--- src/rtl/arith_req_scheduler.sv ---
// Round-robin scheduler sharing one arithmetic_core between two requesters (one op in flight).
// Define ARITH_SCHED_STICKY_EN to enable the sticky carry/overflow flags.

module arithmetic_core #(
   parameter int WIDTH = 4
) (
   input  logic [1:0]       op,
   input  logic [WIDTH-1:0] a,
   input  logic [WIDTH-1:0] b,
   output logic [WIDTH-1:0] result,
   output logic             carry,
   output logic             overflow,
   output logic             zero
);
   logic [WIDTH-1:0] rhs;
   logic             sub;
   logic [WIDTH:0]   sum;

   always_comb begin
      rhs      = op[1] ? WIDTH'(1) : b;
      sub      = op[0];
      sum      = sub ? ({1'b0, a} - {1'b0, rhs}) : ({1'b0, a} + {1'b0, rhs});
      result   = sum[WIDTH-1:0];
      // the extra bit is carry-out for ADD/INC and borrow (a < rhs) for SUB/DEC
      carry    = sum[WIDTH];
      overflow = (a[WIDTH-1] == (rhs[WIDTH-1] ^ sub)) && (result[WIDTH-1] != a[WIDTH-1]);
      zero     = (result == '0);
   end
endmodule

module arith_req_scheduler #(
   parameter int WIDTH = 4
) (
   input  logic             clk,
   input  logic             rst_n,
   input  logic             req0_valid,
   output logic             req0_ready,
   input  logic [1:0]       req0_op,
   input  logic [WIDTH-1:0] req0_a,
   input  logic [WIDTH-1:0] req0_b,
   input  logic             req1_valid,
   output logic             req1_ready,
   input  logic [1:0]       req1_op,
   input  logic [WIDTH-1:0] req1_a,
   input  logic [WIDTH-1:0] req1_b,
   output logic             rsp_valid,
   input  logic             rsp_ready,
   output logic             rsp_id,
   output logic [WIDTH-1:0] rsp_result,
   output logic             rsp_carry,
   output logic             rsp_overflow,
   output logic             rsp_zero,
   output logic             busy,
   input  logic             sticky_clr,
   output logic             sticky_carry,
   output logic             sticky_ovf
);
   localparam logic [1:0] IDLE = 2'd0;
   localparam logic [1:0] EXEC = 2'd1;
   localparam logic [1:0] RESP = 2'd2;

   logic [1:0]       state;
   logic             last_grant;
   logic             grant;
   logic             accept;
   logic [1:0]       op_p0;
   logic [WIDTH-1:0] a_p0;
   logic [WIDTH-1:0] b_p0;
   logic             id_p0;
   logic [WIDTH-1:0] core_result;
   logic             core_carry;
   logic             core_overflow;
   logic             core_zero;

   // a lone requester always wins; otherwise the one not served last
   always_comb begin
      grant = ~last_grant;
      if (req0_valid && !req1_valid)
         grant = 1'b0;
      else if (req1_valid && !req0_valid)
         grant = 1'b1;
   end

   assign req0_ready = (state == IDLE) && !grant;
   assign req1_ready = (state == IDLE) && grant;
   assign accept     = grant ? (req1_valid && req1_ready) : (req0_valid && req0_ready);
   assign busy       = (state != IDLE);

   // stage 0: operand capture on handshake
   always_ff @(posedge clk) begin
      if (accept) begin
         op_p0 <= grant ? req1_op : req0_op;
         a_p0  <= grant ? req1_a  : req0_a;
         b_p0  <= grant ? req1_b  : req0_b;
         id_p0 <= grant;
      end
   end

   arithmetic_core #(.WIDTH(WIDTH)) u_core (
      .op       (op_p0),
      .a        (a_p0),
      .b        (b_p0),
      .result   (core_result),
      .carry    (core_carry),
      .overflow (core_overflow),
      .zero     (core_zero)
   );

   // stage 1: result capture and response handshake
   always_ff @(posedge clk or negedge rst_n) begin
      if (!rst_n) begin
         state        <= IDLE;
         last_grant   <= 1'b1;
         rsp_valid    <= 1'b0;
         rsp_id       <= 1'b0;
         rsp_result   <= '0;
         rsp_carry    <= 1'b0;
         rsp_overflow <= 1'b0;
         rsp_zero     <= 1'b0;
      end else begin
         case (state)
            IDLE: begin
               if (accept) begin
                  state      <= EXEC;
                  last_grant <= grant;
               end
            end
            EXEC: begin
               state        <= RESP;
               rsp_valid    <= 1'b1;
               rsp_id       <= id_p0;
               rsp_result   <= core_result;
               rsp_carry    <= core_carry;
               rsp_overflow <= core_overflow;
               rsp_zero     <= core_zero;
            end
            RESP: begin
               if (rsp_ready) begin
                  state     <= IDLE;
                  rsp_valid <= 1'b0;
               end
            end
            default: state <= IDLE;
         endcase
      end
   end

`ifdef ARITH_SCHED_STICKY_EN
   always_ff @(posedge clk or negedge rst_n) begin
      if (!rst_n) begin
         sticky_carry <= 1'b0;
         sticky_ovf   <= 1'b0;
      end else if (sticky_clr) begin
         sticky_carry <= 1'b0;
         sticky_ovf   <= 1'b0;
      end else if (state == EXEC) begin
         if (core_carry)
            sticky_carry <= 1'b1;
         if (core_overflow)
            sticky_ovf <= 1'b1;
      end
   end
`else
   // sticky_clr is folded in only so the port stays referenced
   assign sticky_carry = sticky_clr & 1'b0;
   assign sticky_ovf   = sticky_clr & 1'b0;
`endif
endmodule

--- config.mk ---
export PLATFORM = sky130hd
export DESIGN_NAME = arith_req_scheduler
export DESIGN_NICKNAME = d
export VERILOG_FILES = /design/src/rtl/arith_req_scheduler.sv
export SDC_FILE = /design/constraint.sdc
export NUM_CORES = 1
export LEC_CHECK = 0
export ABC_AREA = 1
export CORE_ASPECT_RATIO = 1.4
export CORE_UTILIZATION = 45
export CTS_BUF_LIST = sky130_fd_sc_hd__clkbuf_16
export CTS_CLUSTER_DIAMETER = 100
export CTS_CLUSTER_SIZE = 24
export DETAILED_ROUTE_END_ITERATION = 10
export GPL_ROUTABILITY_DRIVEN = 0
export PLACE_DENSITY = 0.77
export SLEW_MARGIN = 20
export SYNTH_ARGS = -nofsm -noshare
export SYNTH_HDL_FRONTEND = slang
export SYNTH_SLANG_ARGS = --single-unit
--- constraint.sdc ---
create_clock -name clk -period 2.5 [get_ports clk]
set_clock_uncertainty 0.15 [all_clocks]
set_input_delay 0.375 -clock clk [delete_from_list [all_inputs] [get_ports clk]]
set_output_delay 0.375 -clock clk [all_outputs]
set_load 0.05 [all_outputs]
---- Word-level counts from Yosys, hierarchy flattened ----
Cells that the tools add are included.
storage, ports and cells
  bits in registers ....................... 23
  bits of input ports ..................... 26
  output and inout bits ................... 14
  word-level logic and storage cells ...... 52
operators by class
  add/subtract/negate cells ............... 2
  equal/unequal tests ..................... 6
  mux-type cells .......................... 13
  bitwise gates (word level) .............. 2
  reductions and logical operators ........ 17
operator list
  operator                                             number
  2-to-1 mux 4 bit                                     3
  logical AND 1 bit                                    7
  2-to-1 mux 2 bit                                     3
  case mux 2 bit (3 select lines)                      1
  AND reduction 2 bit                                  3
  adder 4 x 4 -> 5 bit                                 1
  2-to-1 mux 5 bit                                     1
  subtractor 4 x 4 -> 5 bit                            1
  logical NOT 4 bit                                    1
  2-to-1 mux 1 bit                                     4
  != test 2 bit, second input constant                 2
  nonzero test 2 bit                                   2
  logical NOT 1 bit                                    3
  equality test 2 x 1 -> 1 bit, second input constant  1
  equality test 2 bit, second input constant           1
  logical NOT 2 bit                                    1
  case mux 1 bit (2 select lines)                      1
  equality test 1 bit                                  1
  != test 1 bit                                        1
  NOT 1 bit                                            1
  bitwise XOR 1 bit                                    1

---- Longest topological paths before layout ----
Gate-level depths: netlist (run 1).
  word-level depth ........................ 10
  gate-level depth with buffers ........... 14
  gate-level depth less buffers ........... 14

---- Hierarchy ----
From an unflattened synthesis (run 1), not the netlist that was laid out.
unflattened totals
  cells, all modules ...................... 171
  area total of the unflattened synthesis .. 1360.1 sq um
by module, submodules not included
  module               instances  cells an instance  area each (sq um)  sequential area each (sq um)
  arith_req_scheduler  1          107                1004.7             631.9
  arithmetic_core      1          64                 355.3              0.0

---- Worst setup path before layout (run 1) ----
No wires, ideal clock.
  kind .................................... flip-flop to flip-flop
  start ................................... register op_p0[1]
  end ..................................... register rsp_overflow
  setup time .............................. 118 ps
  arrival ................................. 1847 ps
  data required time ...................... 2232 ps
  setup slack ............................. 385 ps
  cell stages (with the launch flop) ...... 15
  path buffers ............................ 0
  clock period less this slack ............ 2115 ps
  cells stage by stage .................... edfxtp_1 > inv_2 > nand2_1 > ha_1 > inv_1 > o21ai_0 > inv_1 > ha_1 > nand2_1 > nand2_1 > nand3_1 > nand2_1 > nand2_1 > nand3_1 > nand2_1
between the ends
  word-level cells in the longest chain between the ends .. 5
  elaborated cells between the ends (all ways) .. 8
  classes of those cells .................. add/sub: 2; eq/ne: 2; mux: 2; bitwise: 1; reduce/logical: 1
ends and longest elaborated chain
  item                                                               RTL line  RTL
  start, declared                                                    66        logic [1:0] op_p0;
  start signal, assigned                                             92        op_p0 <= grant ? req1_op : req0_op;
  2-to-1 mux 4 bit *                                                 20        rhs = op[1] ? WIDTH'(1) : b;
  adder 4 x 4 -> 5 bit or subtractor 4 x 4 -> 5 bit (tied branches)  22        sum = sub ? ({1'b0, a} - {1'b0, rhs}) : ({1'b0, a} + {1'b0, rhs});
  2-to-1 mux 5 bit                                                   22
  != test 1 bit                                                      26        overflow = (a[WIDTH-1] == (rhs[WIDTH-1] ^ sub)) && (result[WIDTH-1] != a[WIDTH-1]);
  logical AND 1 bit *                                                26
  end signal, assigned                                               134       rsp_overflow <= core_overflow;
  end, declared                                                      51        output logic rsp_overflow,
Mark *: on every way between the ends. The rest lies on a longest branch, timed or not.
A chain may end at the register's enable or synchronous reset.

---- Worst setup path after layout (run 1) ----
  start ................................... register state[1]
  end ..................................... output port busy
between the ends
  word-level cells in the longest chain between the ends .. 1
ends and longest elaborated chain
  item                    RTL line  RTL
  start, declared         62        logic [1:0] state;
  start signal, assigned  112       state <= IDLE;
  start signal, assigned  124       state <= EXEC;
  start signal, assigned  129       state <= RESP;
  nonzero test 2 bit      87        assign busy = (state != IDLE);
  end, declared           53        output logic busy,
Every way passes these cells.

==> flow_metrics.env, run 1 <==
export IMPL_fillers=215
export IMPL_syn_area_per_cell_sq_um=8.535
export IMPL_use_met3=0.02710
export IMPL_ys_warn_count=0
export IMPL_drive_above_1_share=0.1939
export IMPL_cts_tree="yes"
export IMPL_maxCapViolations=0
export IMPL_hpwl_mm=2.165
export IMPL_die_w_um=48.12
export IMPL_track_usage=0.1959
export IMPL_ctsRootBufferMaster="clkbuf_16"
export IMPL_grt_setup_unrepaired="no"
export IMPL_mostFrequentLayoutCells="42 x nand2_1, 34 x clkdlybuf4s50_1, 18 x nand2_2"
export IMPL_cts_buffers=3
export IMPL_synthCells=157
export IMPL_die_h_um=66.57
export IMPL_antenna_found_initial=0
export IMPL_grt_overflow=0
export IMPL_ant_nets=0
export IMPL_slowest_stage="clkdlybuf4s50_1"
export IMPL_core_sq_um=2849
export IMPL_drt_first_iter_violations=18
export IMPL_p_leak_nw=0.8561
export IMPL_power_mw=2.612
export IMPL_syn_cell_area_sq_um=1340
export IMPL_route_vias_total=1145
export IMPL_grt_max_degree=13
export IMPL_post_route_period_util=0.9424
export IMPL_routed_wl_mm=2.655
export IMPL_post_cts_buffers=0
export IMPL_grt_pass1_vias=1106
export IMPL_vias_per_cell=4.914
export IMPL_worstPathRequired_ns=1.98
export IMPL_end_kind="output port"
export IMPL_path_clk_slew_ns=0.06
export IMPL_fin_nets=229
export IMPL_r2r_slack_ns=0.18
export IMPL_initial_core_util=0.4704
export IMPL_worstPathMaxFanout=7
export IMPL_h_tree_depth=1
export IMPL_fmax_mhz=424.5
export IMPL_finalSetupViolations=0
export IMPL_syn_to_final_growth_pct=36.88
export IMPL_worstPathArrival_ns=1.83
export IMPL_cpPeakStageDelay_ns=0.86
export IMPL_hold_viol=0
export IMPL_slew_viol_final=0
export IMPL_rows=23
export IMPL_grt_use_met2=0.3497
export IMPL_grt_util_met1=0.1916
export IMPL_grt_pass1_wl_mm=4.367
export IMPL_worstMarginPinSlew_ns=0.5291
export IMPL_synth_ff_latch_count=23
export IMPL_min_period_ns=2.356
export IMPL_cts_sinks=23
export IMPL_synth_cell_type_count=29
export IMPL_wl_per_cell_um=11.39
export IMPL_layout_commonest_cell="nand2_1"
export IMPL_yosysSeqAreaShare=0.4715
export IMPL_design_die_area_sq_um=3203
export IMPL_port_buffers=36
export IMPL_outcome="completed"
export IMPL_peakVddDrop_mv=1.166
export IMPL_fin_ws_ns=0.1440
export IMPL_dr_pass1_iters=5
export IMPL_cp_start_kind="flop"
export IMPL_diodes=0
export IMPL_tns_ns=0
export IMPL_hold_class="flop to flop"
export IMPL_relSlewSlack=0.6462
export IMPL_critPathKind="flop to output port"
export IMPL_clk_latency_ns=0.26
export IMPL_dp_slack_ns=0.1146
export IMPL_drc=0
export IMPL_crit_chain="or2_1 -> clkdlybuf4s50_1"
export IMPL_whs_ns=0.3115
export IMPL_powerDensity_nw_per_um2=1424
export IMPL_grt_busiest_layer="met2"
export IMPL_io_pins=40
export IMPL_cts_max_path_buffers=2
-- area by class of cell --
cell class	instances	area, sq um	share of cell area
Clock buffer	3	75.07	0.04093
Timing Repair Buffer	39	402.9	0.2196
Multi-Input combinational cell	111	603.1	0.3288
Clock inverter	1	3.754	0.002046
Tap cell	37	46.29	0.02524
Sequential cell	23	631.9	0.3445
Inverter	19	71.32	0.03888
-- timing repair --
action                                  in CTS  in global routing
resized for setup                            0                  2
endpoints found under the setup margin       0                  1
hold buffers                                 0                  0
endpoints found under the hold margin        0                  0
-- state kept, by name, summed over array words and instances (netlist names) --
register and cells:
a_p0 4, b_p0 4, id_p0 1, last_grant 1, op_p0 2, rsp_carry 1, rsp_id 1, rsp_overflow 1
rsp_result 4, rsp_valid 1, rsp_zero 1, state 2
-- critical path: cells and delay by family, from the launching register on --
kind          cells  cell delay (ns)
buf+inv           1             0.86
simple gates      1             0.28
flops             1             0.44
-- synthesized netlist by cell type (all sizes together) --
| library cell | instances | area (sq um) |
|---|---|---|
| mux2i | 1 | 10.01 |
| nand2 | 60 | 270.3 |
| inv | 19 | 71.32 |
| ha | 5 | 62.56 |
| fa | 1 | 20.02 |
| edfxtp | 11 | 330.3 |
| xnor2 | 1 | 8.760 |
| a31oi | 1 | 6.260 |
| nand4 | 1 | 6.260 |
| nand3 | 13 | 65.06 |
| conb | 1 | 3.750 |
| xor2 | 1 | 8.760 |
| or2 | 1 | 6.260 |
| a21oi | 1 | 5.000 |
| o21ai | 8 | 43.79 |
| dfrtp | 11 | 275.3 |
| buf | 5 | 42.53 |
| o21a | 1 | 7.510 |
| dfstp | 1 | 26.28 |
| a21boi | 1 | 11.26 |
| nor2 | 13 | 58.81 |
-- stage by stage --
stage / utilization / cells / area [sq um]
finish: 0.6438 / 233 / 1834
global route: 0.6438 / 233 / 1834
detailed placement: 0.6144 / 229 / 1750
CTS: 0.6421 / 233 / 1829
global placement: 0.6144 / 229 / 1750
floorplan: - / 158 / 1344
-- power by group --
part           switching, mW  leakage (nW)  internal, mW
clock                  0.127        0.0423         0.213
combinational           1.01         0.564         0.573
sequential            0.0948         0.250         0.599
total                   1.23         0.856          1.38
-- cells by family after synthesis --
| kind of cell | synth area share |
|---|---|
| other cells | 0.002798 |
| compound gates | 0.05509 |
| xor+xnor | 0.01307 |
| simple gates | 0.3035 |
| mux | 0.007470 |
| flops | 0.4715 |
| fa+ha+maj | 0.06163 |
| buf+inv | 0.08496 |
-- path summary, 6_finish.rpt --
path	startpoint	endpoint	cells after the start
min in group asynchronous	rst_n	rsp_valid	1
max reg2reg	op_p0[1]	rsp_overflow	14
min reg2reg	id_p0	rsp_id	2
max	state[1]	busy	2
max in group asynchronous	rst_n	last_grant	1
min	id_p0	rsp_id	2
-- layer usage --
layer	wire, um	vias up	part of all wire
met5	0	-	0
met4	101	0	0.038
met3	87	12	0.033
met2	1537	39	0.58
met1	928	519	0.35
li1	-	575	-
(Power assumes the default switching activity.)
==> inputs of run 2 (changes only) <==
--- a/config.mk
+++ b/config.mk
@@ -14,7 +14,6 @@
 export DETAILED_ROUTE_END_ITERATION = 10
 export GPL_ROUTABILITY_DRIVEN = 0
 export PLACE_DENSITY = 0.77
-export SLEW_MARGIN = 20
 export SYNTH_ARGS = -nofsm -noshare
 export SYNTH_HDL_FRONTEND = slang
 export SYNTH_SLANG_ARGS = --single-unit
==> results of run 2 <==
Same layout as run 1: the final DEF is identical, and so are final timing and power.
